$ cat config.mk
export PLATFORM = sky130hd
export DESIGN_NAME = shift_register_seq
export DESIGN_NICKNAME = d
export VERILOG_FILES = /design/src/rtl/shift_reg_pkg.sv /design/src/rtl/shift_step.sv /design/src/rtl/shift_register_seq.sv
export SDC_FILE = /design/constraint.sdc
export NUM_CORES = 1
export LEC_CHECK = 0
export CORE_MARGIN = 3
export CORE_UTILIZATION = 39
export DETAILED_ROUTE_END_ITERATION = 10
export GPL_ROUTABILITY_DRIVEN = 0
export MAX_ROUTING_LAYER = met4
export PLACE_DENSITY_LB_ADDON = 0.05
export SYNTH_ARGS = -nofsm -noshare
export SYNTH_HDL_FRONTEND = slang
export SYNTH_SLANG_ARGS = --single-unit
$ cat constraint.sdc
create_clock -name clk -period 1.4 [get_ports clk]
set_input_delay 0.14 -clock clk [delete_from_list [all_inputs] [get_ports clk]]
set_output_delay 0.14 -clock clk [all_outputs]
set_load 0.05 [all_outputs]
$ cat src/rtl/shift_reg_pkg.sv
// Shared op codes, FSM state encoding and small helpers for the
// shift_register_seq shift/rotate unit.
package shift_reg_pkg;

    localparam logic [2:0] OP_HOLD  = 3'd0;
    localparam logic [2:0] OP_LOAD  = 3'd1;
    localparam logic [2:0] OP_SHL   = 3'd2;
    localparam logic [2:0] OP_SHR   = 3'd3;
    localparam logic [2:0] OP_SAR   = 3'd4;
    localparam logic [2:0] OP_ROL   = 3'd5;
    localparam logic [2:0] OP_ROR   = 3'd6;
    localparam logic [2:0] OP_CLEAR = 3'd7;

    typedef enum logic [1:0] {
        ST_IDLE  = 2'd0,
        ST_SHIFT = 2'd1,
        ST_DONE  = 2'd2
    } state_t;

    // True for the op codes that move bits one position per cycle.
    function automatic logic is_shift_op(input logic [2:0] op);
        logic r;
        r = 1'b0;
        case (op)
            OP_SHL, OP_SHR, OP_SAR, OP_ROL, OP_ROR: r = 1'b1;
            default:                                r = 1'b0;
        endcase
        return r;
    endfunction

endpackage

$ cat src/rtl/shift_step.sv
// Combinational one-position shifter/rotator; non-shift op codes pass the
// input value through unchanged.
module shift_step
    import shift_reg_pkg::*;
#(
    parameter int WIDTH = 16
) (
    input  logic [2:0]       op_i,
    input  logic             sin_i,
    input  logic [WIDTH-1:0] data_i,
    output logic [WIDTH-1:0] data_o
);

    always_comb begin
        data_o = data_i;
        case (op_i)
            OP_SHL:  data_o = {data_i[WIDTH-2:0], sin_i};
            OP_SHR:  data_o = {sin_i, data_i[WIDTH-1:1]};
            OP_SAR:  data_o = {data_i[WIDTH-1], data_i[WIDTH-1:1]};
            OP_ROL:  data_o = {data_i[WIDTH-2:0], data_i[WIDTH-1]};
            OP_ROR:  data_o = {data_i[0], data_i[WIDTH-1:1]};
            default: data_o = data_i;
        endcase
    end

endmodule

$ cat src/rtl/shift_register_seq.sv
// Multi-mode shift register that shifts one position per clock, with a
// start/busy/done handshake and iterative semantics for large amounts.
module shift_register_seq
    import shift_reg_pkg::*;
#(
    parameter int WIDTH = 16,
    parameter int MW    = $clog2(WIDTH) + 1
) (
    input  logic             clk,
    input  logic             res,
    input  logic             start,
    input  logic [2:0]       set,
    input  logic [MW-1:0]    M,
    input  logic [WIDTH-1:0] D,
    input  logic             sin,
    output logic [WIDTH-1:0] outstate,
    output logic             busy,
    output logic             done
);

    state_t           state_q, state_d;
    logic [MW-1:0]    count_q, count_d;
    logic [2:0]       op_q, op_d;
    logic             sin_q, sin_d;
    logic [WIDTH-1:0] data_q, data_d;
    logic [WIDTH-1:0] step_val;

    shift_step #(
        .WIDTH (WIDTH)
    ) u_step (
        .op_i   (op_q),
        .sin_i  (sin_q),
        .data_i (data_q),
        .data_o (step_val)
    );

    always_ff @(posedge clk) begin
        if (!res) begin
            state_q <= ST_IDLE;
            count_q <= '0;
            op_q    <= OP_HOLD;
            sin_q   <= 1'b0;
            data_q  <= '0;
        end else begin
            state_q <= state_d;
            count_q <= count_d;
            op_q    <= op_d;
            sin_q   <= sin_d;
            data_q  <= data_d;
        end
    end

    always_comb begin
        state_d = state_q;
        count_d = count_q;
        op_d    = op_q;
        sin_d   = sin_q;
        data_d  = data_q;
        case (state_q)
            ST_IDLE: begin
                if (start) begin
                    if (is_shift_op(set) && (M != '0)) begin
                        // Value is untouched on the accept edge; shifting starts next edge.
                        op_d    = set;
                        sin_d   = sin;
                        count_d = M;
                        state_d = ST_SHIFT;
                    end else begin
                        state_d = ST_DONE;
                        case (set)
                            OP_LOAD:  data_d = D;
                            OP_CLEAR: data_d = '0;
                            default:  data_d = data_q;
                        endcase
                    end
                end
            end
            ST_SHIFT: begin
                data_d  = step_val;
                count_d = count_q - MW'(1);
                if (count_q == MW'(1)) begin
                    state_d = ST_DONE;
                end
            end
            ST_DONE: begin
                state_d = ST_IDLE;
            end
            default: begin
                state_d = ST_IDLE;
            end
        endcase
    end

    assign outstate = data_q;
    assign busy     = (state_q == ST_SHIFT);
    assign done     = (state_q == ST_DONE);

endmodule

=== Word-level counts from Yosys, hierarchy flattened ===
Index checks and enable logic that the tools add are counted.

* Flip-flop bits (word level): 27
* Bits in writable memories: 0
* Memories: 0
* Latch bits: 0
* Bits of input ports: 28
* Bits in read-only memories: 0
* Word-level logic and storage cells: 55

* $mul: 0
* Bitwise gates (word level): 0
* Add/sub/neg operators: 1
* Magnitude comparators: 0
* Div/mod/pow operators: 0
* Reductions and logical operators: 10
* Mux-type cells: 15
* Eq/ne operators: 23
* Shifts and indexed selects: 0

{| class="wikitable"
|+ Operator list
! cell !! count
|-
| 16-bit case mux with 5 select lines || 1
|-
| 16-bit case mux with 2 select lines || 2
|-
| 16-bit two-way mux || 2
|-
| 3-bit == test, second input constant || 7
|-
| 3-bit by 2-bit == test with 1-bit output, second input constant || 4
|-
| 5-bit two-way mux || 2
|-
| 5-bit case mux with 2 select lines || 1
|-
| 2-bit inequality test, second input constant || 4
|-
| 2-bit two-way mux || 3
|-
| 6-bit by 1-bit inequality test with 1-bit output, second input constant || 1
|-
| 3-bit AND reduction || 2
|-
| 6-bit AND reduction || 1
|-
| 5-bit by 1-bit == test with 1-bit output, second input constant || 1
|-
| 5-bit by 1-bit inequality test with 1-bit output, second input constant || 1
|-
| 5-bit AND reduction || 1
|-
| 5-bit nonzero test || 1
|-
| 5-bit OR reduction || 1
|-
| 5-bit by 1-bit subtractor with 5-bit output, second input constant || 1
|-
| 2-bit case mux with 2 select lines || 1
|-
| 3-bit by 1-bit == test with 1-bit output, second input constant || 1
|-
| 1-bit two-way mux || 3
|-
| 3-bit by 1-bit inequality test with 1-bit output, second input constant || 1
|-
| 2-bit by 1-bit == test with 1-bit output, second input constant || 1
|-
| 2-bit == test, second input constant || 1
|-
| other kinds (5) || 5
|}

=== Logic depth before layout (Yosys ltp) ===
* Depth in word-level cells: 9
* Mapped depth: 7
* Depth with buffers taken out: 5

=== By module ===
From an unflattened synthesis, not the netlist that was laid out.

* Cell total of the unflattened synthesis: 284
* Area total of the unflattened synthesis: 2159.6 um^2

{| class="wikitable"
|+ By module, submodules not included
! module !! times used !! area an instance (um^2) !! cells an instance
|-
| shift_register_seq || 1 || 1348.8 || 154
|-
| shift_step || 1 || 810.8 || 130
|}

=== Worst setup path after synthesis ===
OpenSTA, ideal clock, no wires.

* Path type: register -> register
* Start point: register state_q[1]
* End point: register data_q[10], in the netlist outstate[10]
* Slack: -0.355 ns
* Path buffers: 2
* Arrival: 1.681 ns
* Stages on the path, launching flop included: 7
* Data required time: 1.326 ns
* Path through: dfxtp_1 -> nand2b_1 -> buf_4 -> inv_1 -> clkbuf_1 -> o21ai_0 -> a31oi_1

* Longest elaborated chain between the ends: 3

{| class="wikitable"
|+ Ends and longest elaborated chain
! what !! RTL line !! RTL
|-
| start, declared || shift_register_seq.sv:21 || <nowiki>state_t state_q, state_d;</nowiki>
|-
| start signal, assigned || shift_register_seq.sv:45 || <nowiki>state_q <= state_d;</nowiki>
|-
| 2-bit by 1-bit == test with 1-bit output * || n/a ||
|-
| net busy || shift_register_seq.sv:17 || <nowiki>output logic busy,</nowiki>
|-
| 6-bit by 1-bit inequality test with 1-bit output (no line) / 2-bit nonzero test (equally long branches) || n/a ||
|-
| 5-bit AND reduction (no line) || n/a ||
|-
| end signal, assigned || shift_register_seq.sv:49 || <nowiki>data_q <= data_d;</nowiki>
|-
| end, declared || shift_register_seq.sv:25 || <nowiki>logic [WIDTH-1:0] data_q, data_d;</nowiki>
|}

The timed path passes the listed nets; every way through them passes the cells marked *.
A chain may end at the register's enable or synchronous reset.

=== Final worst setup path ===
* Start point: register state_q[1]
* End point: register count_q[2]

* Longest elaborated chain between the ends: 3

{| class="wikitable"
|+ Ends and longest elaborated chain
! what !! RTL line !! RTL
|-
| 2-bit zero test / 2-bit by 1-bit == test with 1-bit output (equally long branches) || shift_register_seq.sv:59 || <nowiki>case (state_q)</nowiki>
|-
| 2-bit inequality test (no line) / 2-bit nonzero test (equally long branches) || n/a ||
|-
| 3-bit AND reduction (no line) || n/a ||
|-
| end signal, assigned || shift_register_seq.sv:46 || <nowiki>count_q <= count_d;</nowiki>
|-
| end, declared || shift_register_seq.sv:22 || <nowiki>logic [MW-1:0] count_q, count_d;</nowiki>
|}

Several ways; a longest one is shown, not always the timed one.

==> qor.yml <==
cp_slowest_cell: "or3_4"
synth_largest_area_cell: "dfxtp_1"
cap_violations: 0
routed_wl_um: 5120
synth-xor-area-share: 0.0102
htree_levels: 1
path_class: "register to register"
yosys-mux-area-fraction: 0
p_per_area_mw_per_mm2: 849
start_kind: "register"
synth_simple_gate_area_share: 0.242
syn_nets: 257
synth_common_cells: "o21ai_0 (30), dfxtp_1 (27), nand2_1 (27)"
die_h_um: 72.5
crit_family: "simple AND/OR/NAND/NOR gates"
drive_gt1_frac: 0.285
layout_setup_ws_ns: -0.0274
ir_drop_mv: 0.627
reg2reg_depth: 4
syn_inst: 227
maxSlewViolCount: 0
seq_power_share: 0.393
netlist_area_mm2: 0.00172
num_rows: 23
io-pin-count: 46
syn_avg_cell_area_um2: 7.60
antenna_found_initial: 0
violations: "setup timing"
cp_num_cells: 4
grt_max_degree: 21
vias: 1959
critical_path.max_fanout: 6
grtUsageTotal: 0.204
grt_pass1_vias: 1794
yosys-top-cells-area: "dfxtp_1 (31%), o21ai_0 (8.7%), a21boi_0 (6.5%), a31oi_1 (6.2%), nand2_1 (5.9%)"
async_reset_ff_frac: 0
min_period_ns: 1.43
min_path_cells: 4
grt_overflow_total: 0
dp_hpwl_um: 3430
start_util: 0.416
hold_viol: 0
firstDrtPassIters: 4
max_slew_margin: 0.731
synth_top_family_by_area: "compound AO/OA/AOI/OAI gates"
yosys_warnings: 0
max_freq_mhz: 701
synth.most_common_cell: "o21ai_0"
rsz0062_at_grt: "yes"
required_ns: 1.58
drc: 0
grt_first_pass_wirelength_um: 8380
post-route-util: 0.681
yosysSeqAreaShare: 0.313
switching_share: 0.346
cts_hold_buf: 0
power_frac_comb: 0.417
synth-edff-count: 0
drt_iter0_drc: 130
synth_fa_ha_area_frac: 0.0145
status: "finished, violations left"
arrival_ns: 1.60
hold_class: "primary input to register"
pre_cts_ws_ns: -0.448
slowest_delay_ns: 0.38
clockBufferDepth: 2
numPortBuffers: 45
dieArea_mm2: 0.00525
finClkSkew_ns: 0.00644
insertion_delay_ns: 0.28
dieWidth_um: 72.5
synth.ff_latch_count: 27
internal_power_uw: 1560
post_drt_wl_per_cell_um: 14.9
syn_to_final_growth_pct: 63.6
yosys.cell_types.count: 46
synth_compound_area_frac: 0.349
cts_root_buf: "clkbuf_8"
crit_chain: "nand2b_4 -> or3_4 -> o311a_1 -> o21a_1"
cts_tree: "built"
cts_buffers: 3
core_mm2: 0.00414
synth_ff_type: "dfxtp_1"
ant_nets: 0
tightest_slew_ns: 0.398
num-nets-final: 326
switchingPower_uw: 829
synthDominantCellAreaShare: 0.313
leakage_uw: 0.00112
setup_viol: 1
vias_per_cell: 5.68
clkTransAtPathRegs_ns: 0.09
crit_buf_inv: 0
clock-sinks: 27
clkPwrFrac: 0.190
fin_crit_sh: 1.02
crit_path_end_kind: "register"
diodes: 0
repair_timing:
item	in CTS	in global routing
setup endpoints to repair	25	28
cloned	2	1
gates resized for setup	14	26
setup buffers	2	1
pin swaps	2	2
flip-flops by register name, summed over array words and instances, names as in the netlist:
register and cells:
outstate 16, state_q 2, sin_q 1, count_q 5, op_q 3
power by group through the flow:
| stage | registers (uW) | clock network [uW] | logic [uW] |
|---|---|---|---|
| finish | 941 | 454 | 999 |
| global route | 953 | 493 | 1080 |
| CTS | 937 | 476 | 960 |
| detailed placement | 951 | 0 | 907 |
| global placement | 951 | 0 | 899 |
| floorplan | 1050 | 0 | 362 |
per-layer routing:
| metal | GRT usage | part of all wire |
|---|---|---|
| met1 | 0.273 | 0.46 |
| met2 | 0.330 | 0.47 |
| met3 | 0.0263 | 0.064 |
| met4 | 0.0430 | 0.0057 |
| met5 | - | 0 |
logic make-up (layout without fill, tap and decap cells):
group / count (synthesis) / count (layout)
buffers and inverters: 27 / 94
AOI/OAI and AO/OA: 93 / 93
DFF: 27 / 27
and+or+nand+nor: 76 / 77
xor gates and xnor gates: 2 / 2
adders and majority gates: 2 / 2
through the flow:
step	setup TNS [ns]	instances	hold WS, ns	power [uW]	cell area, um^2
2_1_floorplan	0	227	0.290	1410	1730
3_3_place_gp	-7.40	335	0.484	1850	2600
3_5_place_dp	-7.94	335	0.496	1860	2600
4_1_cts	-0.569	343	0.412	2370	2740
5_1_grt	-0.710	345	0.320	2520	2820
6_report	-0.0274	345	0.308	2390	2820
worst min-delay path, cell delays in order:
cell and delay, ns:
dlymetal6s2s_1 0.13, buf_4 0.15, nand4_1 0.07, a21oi_1 0.05
area by class of cell:
| type | instances | area, um^2 |
|---|---|---|
| Clock buffer | 4 | 45.0 |
| Fill cell | 334 | 1320 |
| Inverter | 6 | 25.0 |
| Multi-Input combinational cell | 174 | 1150 |
| Sequential cell | 27 | 547 |
| Tap cell | 50 | 62.6 |
| Timing Repair Buffer | 84 | 993 |
cells in the final DEF, fill, tap and decap left out, types with 3 or more instances in the layout:
| cell type | Yosys | final |
|---|---|---|
| a21boi_0 | 15 | 14 |
| dfxtp_1 | 27 | 22 |
| clkbuf_8 | 0 | 3 |
| o31ai_2 | 0 | 4 |
| a211oi_1 | 3 | 3 |
| inv_1 | 5 | 4 |
| a31oi_1 | 17 | 17 |
| a21oi_1 | 7 | 7 |
| nand2_1 | 27 | 27 |
| buf_12 | 0 | 20 |
| o21ai_0 | 30 | 17 |
| dfxtp_2 | 0 | 5 |
| nand3b_1 | 3 | 3 |
| nand4_1 | 4 | 4 |
| nor2_1 | 7 | 7 |
| buf_4 | 1 | 34 |
| o21ai_1 | 1 | 14 |
| nand3_1 | 6 | 5 |
| and3_1 | 15 | 14 |
| clkdlybuf4s50_1 | 0 | 24 |
path summary, 6_finish.rpt:
path / start / end / slack (ns)
max: state_q[1] / count_q[2] / -0.03
min: set[0] / op_q[0] / 0.31
max reg2reg: state_q[1] / count_q[2] / -0.03
min reg2reg: sin_q / sin_q / 0.50
(Power assumes the default switching activity.)
